`config.mk`:
```
export PLATFORM = sky130hd
export DESIGN_NAME = spi_master_sched
export DESIGN_NICKNAME = d
export VERILOG_FILES = /design/src/rtl/spi_sched_pkg.sv /design/src/rtl/spi_rr_arb.sv /design/src/rtl/spi_master_sched.sv
export SDC_FILE = /design/constraint.sdc
export NUM_CORES = 1
export LEC_CHECK = 0
export ABC_AREA = 1
export CAP_MARGIN = 0
export CORE_UTILIZATION = 47
export CTS_CLUSTER_DIAMETER = 40
export DETAILED_ROUTE_END_ITERATION = 10
export GPL_ROUTABILITY_DRIVEN = 0
export HOLD_SLACK_MARGIN = 0.03
export PLACE_DENSITY = 0.76
export SLEW_MARGIN = 0
export SYNTH_ARGS = -nofsm -noshare
export SYNTH_HDL_FRONTEND = slang
export SYNTH_SLANG_ARGS = --single-unit
```
`constraint.sdc`:
```
create_clock -name clk -period 1.6 [get_ports clk]
set_input_delay 0.32 -clock clk [delete_from_list [all_inputs] [get_ports clk]]
set_output_delay 0.32 -clock clk [all_outputs]
set_load 0.02 [all_outputs]
```
`src/rtl/spi_sched_pkg.sv`:
```
// Shared types and frame constants for the two-requester SPI master scheduler.
package spi_sched_pkg;

   localparam int unsigned N_REQ          = 2;
   localparam int unsigned CMD_W          = 2;
   localparam int unsigned DATA_W         = 8;
   localparam int unsigned WORD_W         = CMD_W + DATA_W;
   localparam int unsigned CNT_W          = 5;

   localparam int unsigned CMD_CYCLE      = 1;
   localparam int unsigned DATA_FIRST     = 2;
   localparam int unsigned DATA_LAST      = 11;
   localparam int unsigned WR_FRAME_LEN   = 12;
   localparam int unsigned MISO_START_DEF = 15;

   typedef enum logic [1:0] {
      CMD_WR_ADDR = 2'b00,
      CMD_WR_DATA = 2'b01,
      CMD_RD_ADDR = 2'b10,
      CMD_RD_DATA = 2'b11
   } cmd_e;

   typedef enum logic [1:0] {
      ST_IDLE,
      ST_SHIFT,
      ST_CAPTURE,
      ST_ERR
   } state_e;

   typedef struct packed {
      cmd_e               cmd;
      logic [DATA_W-1:0]  data;
   } req_word_t;

   // MOSI level for frame cycle k; cycle 1 previews the word MSB for the slave's command decode.
   function automatic logic mosi_bit(input logic [CNT_W-1:0] k, input req_word_t w);
      logic [WORD_W-1:0] bits;
      logic [CNT_W-1:0]  idx;
      bits     = w;
      idx      = CNT_W'(DATA_LAST) - k;
      mosi_bit = 1'b0;
      if (k == CNT_W'(CMD_CYCLE)) begin
         mosi_bit = bits[WORD_W-1];
      end else if ((k >= CNT_W'(DATA_FIRST)) && (k <= CNT_W'(DATA_LAST))) begin
         mosi_bit = bits[idx[3:0]];
      end
   endfunction

endpackage

```
`src/rtl/spi_rr_arb.sv`:
```
// Two-way round-robin arbiter with a lock mask; pointer moves past the requester just served.
module spi_rr_arb
   import spi_sched_pkg::*;
(
   input  logic             clk,
   input  logic             rst_n,
   input  logic [N_REQ-1:0] valid,
   input  logic [N_REQ-1:0] mask,
   input  logic             advance,
   output logic [N_REQ-1:0] grant,
   output logic             pointer
);

   logic [N_REQ-1:0] elig;
   logic             ptr_q;
   logic             ptr_d;

   always_comb begin
      elig  = valid & mask;
      grant = elig;
      if (elig == 2'b11) begin
         grant = ptr_q ? 2'b10 : 2'b01;
      end
   end

   always_comb begin
      ptr_d = ptr_q;
      if (advance && (grant != 2'b00)) begin
         ptr_d = grant[0];
      end
   end

   always_ff @(posedge clk or negedge rst_n) begin
      if (!rst_n) begin
         ptr_q <= 1'b0;
      end else begin
         ptr_q <= ptr_d;
      end
   end

   assign pointer = ptr_q;

endmodule

```
`src/rtl/spi_master_sched.sv`:
```
// Two-requester SPI master: arbitrates command words, serializes frames on SS_n/MOSI,
// captures read replies from MISO and guards the slave's address-latched flag.
module spi_master_sched
   import spi_sched_pkg::*;
#(
   parameter int unsigned MISO_START = MISO_START_DEF
) (
   input  logic                    clk,
   input  logic                    rst_n,
   input  logic [N_REQ-1:0]        req_valid,
   input  logic [N_REQ*CMD_W-1:0]  req_cmd,
   input  logic [N_REQ*DATA_W-1:0] req_data,
   output logic [N_REQ-1:0]        req_ready,
   output logic                    rsp_valid,
   output logic                    rsp_id,
   output logic                    rsp_err,
   output logic [DATA_W-1:0]       rsp_data,
   output logic                    SS_n,
   output logic                    MOSI,
   input  logic                    MISO,
   output logic                    busy
);

   localparam logic [CNT_W-1:0] CAP_FIRST = CNT_W'(MISO_START);
   localparam logic [CNT_W-1:0] CAP_LAST  = CNT_W'(MISO_START + 7);

   state_e            state_q, state_d;
   logic [CNT_W-1:0]  cnt_q, cnt_d;
   req_word_t         word_q, word_d;
   logic              id_q, id_d;
   logic [DATA_W-1:0] shreg_q, shreg_d;
   logic              addr_valid_q, addr_valid_d;
   logic              owner_q, owner_d;
   logic              ss_q, ss_d;
   logic              mosi_q, mosi_d;
   logic              rsp_valid_q, rsp_valid_d;
   logic              rsp_id_q, rsp_id_d;
   logic              rsp_err_q, rsp_err_d;
   logic [DATA_W-1:0] rsp_data_q, rsp_data_d;
   logic              busy_q, busy_d;

   logic [N_REQ-1:0]  arb_valid;
   logic [N_REQ-1:0]  lock_mask;
   logic [N_REQ-1:0]  grant;
   logic              arb_ptr_unused;
   logic              xfer;
   logic              gid;
   req_word_t         sel_word;

   // Grants only happen in IDLE; a held address restricts grants to its owner.
   always_comb begin
      arb_valid = (state_q == ST_IDLE) ? req_valid : 2'b00;
      lock_mask = 2'b11;
      if (addr_valid_q) begin
         lock_mask = owner_q ? 2'b10 : 2'b01;
      end
   end

   spi_rr_arb u_arb (
      .clk     (clk),
      .rst_n   (rst_n),
      .valid   (arb_valid),
      .mask    (lock_mask),
      .advance (xfer),
      .grant   (grant),
      .pointer (arb_ptr_unused)
   );

   always_comb begin
      req_ready = grant;
      xfer      = |grant;
      gid       = grant[1];
      if (gid) begin
         sel_word.cmd  = cmd_e'(req_cmd[2*CMD_W-1:CMD_W]);
         sel_word.data = req_data[2*DATA_W-1:DATA_W];
      end else begin
         sel_word.cmd  = cmd_e'(req_cmd[CMD_W-1:0]);
         sel_word.data = req_data[DATA_W-1:0];
      end
   end

   // Next-state and registered-output logic; MOSI/SS_n are computed for the upcoming frame cycle.
   always_comb begin
      state_d      = state_q;
      cnt_d        = cnt_q;
      word_d       = word_q;
      id_d         = id_q;
      shreg_d      = shreg_q;
      addr_valid_d = addr_valid_q;
      owner_d      = owner_q;
      ss_d         = ss_q;
      mosi_d       = 1'b0;
      rsp_valid_d  = 1'b0;
      rsp_id_d     = rsp_id_q;
      rsp_err_d    = rsp_err_q;
      rsp_data_d   = rsp_data_q;

      case (state_q)
         ST_IDLE: begin
            ss_d = 1'b1;
            if (xfer) begin
               word_d = sel_word;
               id_d   = gid;
               cnt_d  = '0;
               if ((sel_word.cmd == CMD_RD_DATA) && !addr_valid_q) begin
                  state_d     = ST_ERR;
                  rsp_valid_d = 1'b1;
                  rsp_err_d   = 1'b1;
                  rsp_data_d  = '0;
                  rsp_id_d    = gid;
               end else begin
                  state_d = ST_SHIFT;
                  ss_d    = 1'b0;
                  if (sel_word.cmd == CMD_RD_ADDR) begin
                     addr_valid_d = 1'b1;
                     owner_d      = gid;
                  end else if (sel_word.cmd == CMD_RD_DATA) begin
                     addr_valid_d = 1'b0;
                  end
               end
            end
         end
         ST_SHIFT: begin
            ss_d  = 1'b0;
            cnt_d = cnt_q + CNT_W'(1);
            if (cnt_q == CNT_W'(DATA_LAST)) begin
               if (word_q.cmd == CMD_RD_DATA) begin
                  state_d = ST_CAPTURE;
               end else begin
                  state_d = ST_IDLE;
                  ss_d    = 1'b1;
               end
            end else begin
               mosi_d = mosi_bit(cnt_q + CNT_W'(1), word_q);
            end
         end
         ST_CAPTURE: begin
            ss_d  = 1'b0;
            cnt_d = cnt_q + CNT_W'(1);
            if (cnt_q >= CAP_FIRST) begin
               shreg_d = {shreg_q[DATA_W-2:0], MISO};
            end
            if (cnt_q == CAP_LAST) begin
               state_d     = ST_IDLE;
               ss_d        = 1'b1;
               rsp_valid_d = 1'b1;
               rsp_err_d   = 1'b0;
               rsp_id_d    = id_q;
               rsp_data_d  = {shreg_q[DATA_W-2:0], MISO};
            end
         end
         ST_ERR: begin
            state_d = ST_IDLE;
            ss_d    = 1'b1;
         end
         default: begin
            state_d = ST_IDLE;
            ss_d    = 1'b1;
         end
      endcase

      busy_d = (state_d != ST_IDLE);
   end

   always_ff @(posedge clk or negedge rst_n) begin
      if (!rst_n) begin
         state_q      <= ST_IDLE;
         cnt_q        <= '0;
         word_q       <= '0;
         id_q         <= 1'b0;
         shreg_q      <= '0;
         addr_valid_q <= 1'b0;
         owner_q      <= 1'b0;
         ss_q         <= 1'b1;
         mosi_q       <= 1'b0;
         rsp_valid_q  <= 1'b0;
         rsp_id_q     <= 1'b0;
         rsp_err_q    <= 1'b0;
         rsp_data_q   <= '0;
         busy_q       <= 1'b0;
      end else begin
         state_q      <= state_d;
         cnt_q        <= cnt_d;
         word_q       <= word_d;
         id_q         <= id_d;
         shreg_q      <= shreg_d;
         addr_valid_q <= addr_valid_d;
         owner_q      <= owner_d;
         ss_q         <= ss_d;
         mosi_q       <= mosi_d;
         rsp_valid_q  <= rsp_valid_d;
         rsp_id_q     <= rsp_id_d;
         rsp_err_q    <= rsp_err_d;
         rsp_data_q   <= rsp_data_d;
         busy_q       <= busy_d;
      end
   end

   assign SS_n      = ss_q;
   assign MOSI      = mosi_q;
   assign rsp_valid = rsp_valid_q;
   assign rsp_id    = rsp_id_q;
   assign rsp_err   = rsp_err_q;
   assign rsp_data  = rsp_data_q;
   assign busy      = busy_q;

endmodule
```
==> run metrics, run 1 <==
Die Ht 71.5 um; relative slew slack 0.731; power density over the cells 1950 mW/mm2; min Tclk post-route 1.87 ns; Fmax 536 MHz; First-pass DRT Iterations 5; Avg Synthesized Cell Area 8.13 um2; # H-tree levels 2; drt drc 0; Core Area 0.00450 mm2; Leak Pwr 1.83 nW; ys flop type dfrtp_1; RSZ-0062 raised after global routing true; failing checks negative setup slack; top cell type's share of synthesized area 0.452; Clock Latency Late Sink 0.31 ns; Yosys reg bits 42; Cell Chain, Critical Path inv_2 -> ha_4 -> nand2_2 -> inv_2 -> nand3_4 -> nand2_4 -> buf_6 -> nand2_4 -> nand2_4 -> nand3_4 -> nand2_4 -> buf_6 -> nand3_2 -> nand2_1; fin worst setup slack -0.265 ns; CTS tree built; CP bufs+invs 4; most frequent cells in the layout 60 x nand2_1, 40 x dfrtp_1, 37 x buf_4, 27 x clkdlybuf4s50_1, 21 x inv_1; number of synthesized flops with an enable pin 0; routed len/inst 16.5 um; initial drt markers 206; post-detailed-route count of antenna-violating nets 0; Max Slew Vio Count 0; total grt overflow 0; Post-Syn Area 0.00227 mm2; clk root buf clkbuf_8; DP Wirelength 3.77 mm; ANT cells 0; ratio of cells with drive above 1 in the final layout 0.373; Worst IR Drop VDD 1.04 mV; synth top area cells dfrtp_1 45%, nand2_1 13%, o21ai_0 6.6%; pin count of the biggest net entering global routing 27; status complete, but fails checks; worst-margin pin slew 0.403 ns; Tcrit/Tclk final 1.17; Netlist cell types 28; pre-CTS setup slack -0.500 ns; first-pass GRT wire length 9.44 mm; crit-path max cell delay 0.41 ns; total placed cells including tap cells 396; clock sink count 42; setup violators final 41; DIE AREA 0.00511 mm2; Total GRT Usage 0.238; CP most frequent cell nand2_4; initial antenna violation count 0; Nets 408; width of the die 71.5 um; Arr. time, crit path 2.10 ns; area grow syn2layout 58.9%; crit path max fanout 4; Via density 5.42; Worst Hold Class reg -> reg; Port Buffers 40; WL final 7.02 mm; Layout Skew 0.0111 ns; Post-Syn Instances 279; Syn. warnings 0; vias in the first global route 2099; ys async rst share 1.00; clock buffer depth 2; CTS buffer count 5; Via Count 2302; max cap viols 0; fin cells 425; Final Hold Fails 0; setup tns final -4.37 ns; crit end category flop; Setup crit start kind flop; CP max stage cell dfrtp_1; num ports 41; Site Rows 24; register area share after synthesis 0.464; starting density of the core 0.504; category of the most critical setup path reg -> reg; CP delay by family, top simple AND/OR/NAND/NOR gates; post-synth top area cell dfrtp_1; most common cell after layout, fill and taps aside nand2_1; Clk pin slew, worst setup/hold paths 0.08 ns; Worst Path Required 1.83 ns; syn_nets 315
-- worst min-delay path, cell delays in order, from the launching register on --
cell and delay (ns):
dfrtp_1 0.35, nand2_1 0.05, nand2_1 0.05
-- synthesized netlist by cell type (all sizes together), types with 2 or more instances --
| cell | count |
|---|---|
| nand2 | 83 |
| o22ai | 7 |
| nor3 | 2 |
| nand3b | 8 |
| mux2 | 5 |
| ha | 11 |
| nand4 | 2 |
| inv | 32 |
| buf | 6 |
| o211ai | 2 |
| nor2 | 23 |
| a21oi | 8 |
| o21ai | 31 |
| clkbuf | 2 |
| nand3 | 11 |
| dfrtp | 41 |
-- path summary, 6_finish.rpt --
| path | start | slack, ns | end | cells after the start |
|---|---|---|---|---|
| setup / recovery | state_q[0] | -0.27 | rsp_id | 14 |
| setup reg to reg | state_q[0] | -0.27 | rsp_id | 14 |
| hold / removal | rsp_data[2] | 0.48 | rsp_data[2] | 2 |
| max in group asynchronous | rst_n | 0.63 | word_q[8] | 3 |
| hold reg to reg | rsp_data[2] | 0.48 | rsp_data[2] | 2 |
| min in group asynchronous | rst_n | 0.50 | rsp_data[6] | 2 |
-- flip-flops by register name, indices dropped and copies added (netlist names) --
name / count
MOSI: 1
SS_n: 1
addr_valid_q: 1
busy: 1
cnt_q: 5
id_q: 1
owner_q: 1
rsp_data: 8
rsp_err: 1
rsp_id: 1
rsp_valid: 1
shreg_q: 7
state_q: 2
u_arb.pointer: 1
word_q: 10
-- area by class of cell --
cell class	instances	area, um2
well taps	52	65.1
clock buffers	7	86.3
multi-input cells	197	1340
inverters	33	136
flip-flops and latches	42	1050
repair buffers	93	916
fillers	268	901
clock inverters	1	5.00
-- logic make-up after synthesis --
| family | after synthesis | share of synthesized area |
|---|---|---|
| AO/OA/AOI/OAI | 50 | 0.121 |
| adder cells (fa/ha/maj) | 11 | 0.0607 |
| buffers and inverters | 41 | 0.0767 |
| flip-flops | 42 | 0.464 |
| multiplexers | 5 | 0.0248 |
| AND/OR/NAND/NOR | 130 | 0.253 |
-- power by group --
group	leakage [nW]	internal, mW	switching (mW)
logic	1.26	2.09	2.42
registers	0.526	1.52	0.263
clock network	0.0482	0.348	0.373
total	1.83	3.96	3.06
-- metal layers --
layer,global-route usage,part of all wire,wire length (um),vias up
met2,0.385,0.49,3430,88
met3,0.0408,0.055,386,23
li1,-,-,-,1086
met1,0.321,0.42,2940,1105
met4,0.0915,0.038,265,0
met5,0,0,0,-
-- what timing repair did --
| item | in CTS | in global routing |
|---|---|---|
| hold endpoints to repair | 15 | 0 |
| gates cloned | 1 | 1 |
| hold buffers | 1 | 0 |
| buffers inserted | 8 | 12 |
| pin swaps | 15 | 37 |
| resized for setup | 60 | 76 |
| setup endpoints to repair | 30 | 52 |
-- per-stage QoR --
step           power, mW  hold WS [ns]   util  area [um2]
6_report            7.02         0.478  0.800        3600
5_1_grt             7.43         0.496  0.800        3600
4_1_cts             5.96         0.476  0.725        3270
3_5_place_dp        4.85         0.270  0.656        2960
3_3_place_gp        4.74         0.265  0.656        2960
2_1_floorplan       3.63        0.0244      -        2290
No activity file was read; power rests on OpenSTA's default activity.
==> run 2: changes to the inputs <==
--- a/config.mk
+++ b/config.mk
@@ -13,6 +13,7 @@
 export GPL_ROUTABILITY_DRIVEN = 0
 export HOLD_SLACK_MARGIN = 0.03
 export PLACE_DENSITY = 0.76
+export SKIP_CTS_REPAIR_TIMING = 1
 export SLEW_MARGIN = 0
 export SYNTH_ARGS = -nofsm -noshare
 export SYNTH_HDL_FRONTEND = slang
==> run metrics, run 2 (synthesized netlist as in run 1, its figures left out) <==
crit end category flop; num ports 41; max cap viols 0; drt drc 0; fin cells 427; Core Area 0.00450 mm2; Max Slew Vio Count 0; min Tclk post-route 1.92 ns; post-detailed-route count of antenna-violating nets 0; Pint 3.99 mW; fillcell total 255; Worst Path Required 1.85 ns; Port Buffers 40; pin count of the biggest net entering global routing 27; fin worst setup slack -0.317 ns; Final Hold Fails 0; critical path startpoint state_q[1]; Nets 410; relative slew slack 0.728; clock sink count 42; most common cell after layout, fill and taps aside nand2_1; power density over the cells 1980 mW/mm2; vias in the first global route 2000; DP Area 0.00296 mm2; area grow syn2layout 59.8%; category of the most critical setup path reg -> reg; Sw Ratio 0.444; First-pass DRT Iterations 4; Clk pin slew, worst setup/hold paths 0.08 ns; ratio of cells with drive above 1 in the final layout 0.371; Fmax 522 MHz; most frequent cells in the layout 57 x nand2_1, 41 x buf_4, 40 x dfrtp_1, 26 x clkdlybuf4s50_1, 22 x inv_1; initial antenna violation count 0; CP most frequent cell nand2_4; failing checks negative setup slack; total grt overflow 0; RSZ-0062 raised after global routing true; worst-margin pin slew 0.404 ns; clock buffer depth 2; Largest register FFs 10; Via density 5.53; clk root buf clkbuf_8; Leak Pwr 1.86 nW; CP max stage cell dfrtp_1; combinational share of power 0.648; starting density of the core 0.504; initial drt markers 191; Worst Hold Class reg -> reg; hold wc startpoint rsp_data[4]; crit-path max cell delay 0.42 ns; final instance area 0.00363 mm2; worst r2r src state_q[1]; first-pass GRT wire length 8.68 mm; Tcrit/Tclk final 1.20; Clock Latency Late Sink 0.31 ns; ANT cells 0; DIE AREA 0.00511 mm2; total placed cells including tap cells 396; Layout Skew 0.00990 ns; crit path max fanout 5; Setup crit start kind flop; CP delay by family, top simple AND/OR/NAND/NOR gates; setup violators final 41; Worst IR Drop VDD 1.12 mV; WL final 7.13 mm; Site Rows 24; Arr. time, crit path 2.16 ns; Largest Register word_q; routed len/inst 16.7 um; CTS buffer count 5; Die Ht 71.5 um; DP Wirelength 3.77 mm; Switch Pwr 3.19 mW; CTS tree built; Total GRT Usage 0.218; Cell Chain, Critical Path inv_2 -> ha_4 -> nand2_2 -> inv_2 -> nand3_4 -> nand2_4 -> buf_8 -> nand2_4 -> nand2_4 -> nand3_4 -> nand2_8 -> buf_6 -> nand3b_1 -> nand2_1; width of the die 71.5 um; # H-tree levels 2; clock share of power 0.102; Seq pwr share 0.249; status complete, but fails checks; Via Count 2363; CP bufs+invs 4
==> run 2: stage by stage <==
step                      setup WS [ns]  TNS [ns]  utilization  hold slack [ns]  power, mW
after floorplan                 -0.0312   -0.0375            -           0.0244       3.63
after global placement           -0.451     -8.32        0.656            0.265       4.74
after detailed placement         -0.500    -10.50        0.656            0.270       4.85
after CTS                        -0.686     -6.65        0.676          -0.0555       5.57
after global routing             -0.383     -9.59        0.805            0.494       7.58
final                            -0.317     -5.94        0.805            0.476       7.18
==> run 2: metal layers <==
metal | part of all wire | GRT usage | vias up
met2 | 0.51 | 0.364 | 95
li1 | - | - | 1098
met5 | 0 | 0 | -
met3 | 0.041 | 0.0436 | 17
met1 | 0.42 | 0.279 | 1153
met4 | 0.025 | 0.0871 | 0
==> run 2: worst paths after layout <==
check,end,slack (ns),cells past startpoint
min in group asynchronous,word_q[4],0.51,2
hold / removal,rsp_data[4],0.48,2
hold reg to reg,rsp_data[4],0.48,2
setup / recovery,rsp_data[5],-0.32,14
setup reg to reg,rsp_data[5],-0.32,14
max in group asynchronous,word_q[8],0.62,3
==> run 2: cell type report <==
type / instances / area (um2) / share of cell area
Multi-Input combinational cell: 198 / 1370 / 0.377
Timing Repair Buffer: 94 / 917 / 0.253
Clock inverter: 1 / 5.00 / 0.00138
Inverter: 33 / 133 / 0.0366
Tap cell: 52 / 65.1 / 0.0179
Clock buffer: 7 / 86.3 / 0.0238
Sequential cell: 42 / 1050 / 0.291
==> run 2: power by group through the flow <==
stage | clock (mW) | combinational [mW] | sequential, mW
after detailed placement | 0 | 3.09 | 1.76
after floorplan | 0 | 1.71 | 1.92
after global routing | 0.775 | 4.97 | 1.83
after CTS | 0.716 | 3.11 | 1.74
final | 0.735 | 4.65 | 1.79
after global placement | 0 | 3.00 | 1.74
==> run 2: tightest hold or removal path, stage by stage (launching register included) <==
cell     delay (ns)
dfrtp_1        0.35
nand2_1        0.05
nand2_1        0.05
==> run 3: changes to the inputs <==
--- a/config.mk
+++ b/config.mk
@@ -9,6 +9,7 @@
 export CAP_MARGIN = 0
 export CORE_UTILIZATION = 47
 export CTS_CLUSTER_DIAMETER = 40
+export CTS_CLUSTER_SIZE = 24
 export DETAILED_ROUTE_END_ITERATION = 10
 export GPL_ROUTABILITY_DRIVEN = 0
 export HOLD_SLACK_MARGIN = 0.03
==> results of run 3 <==
Final layout, timing and power as in run 2 (identical DEF).
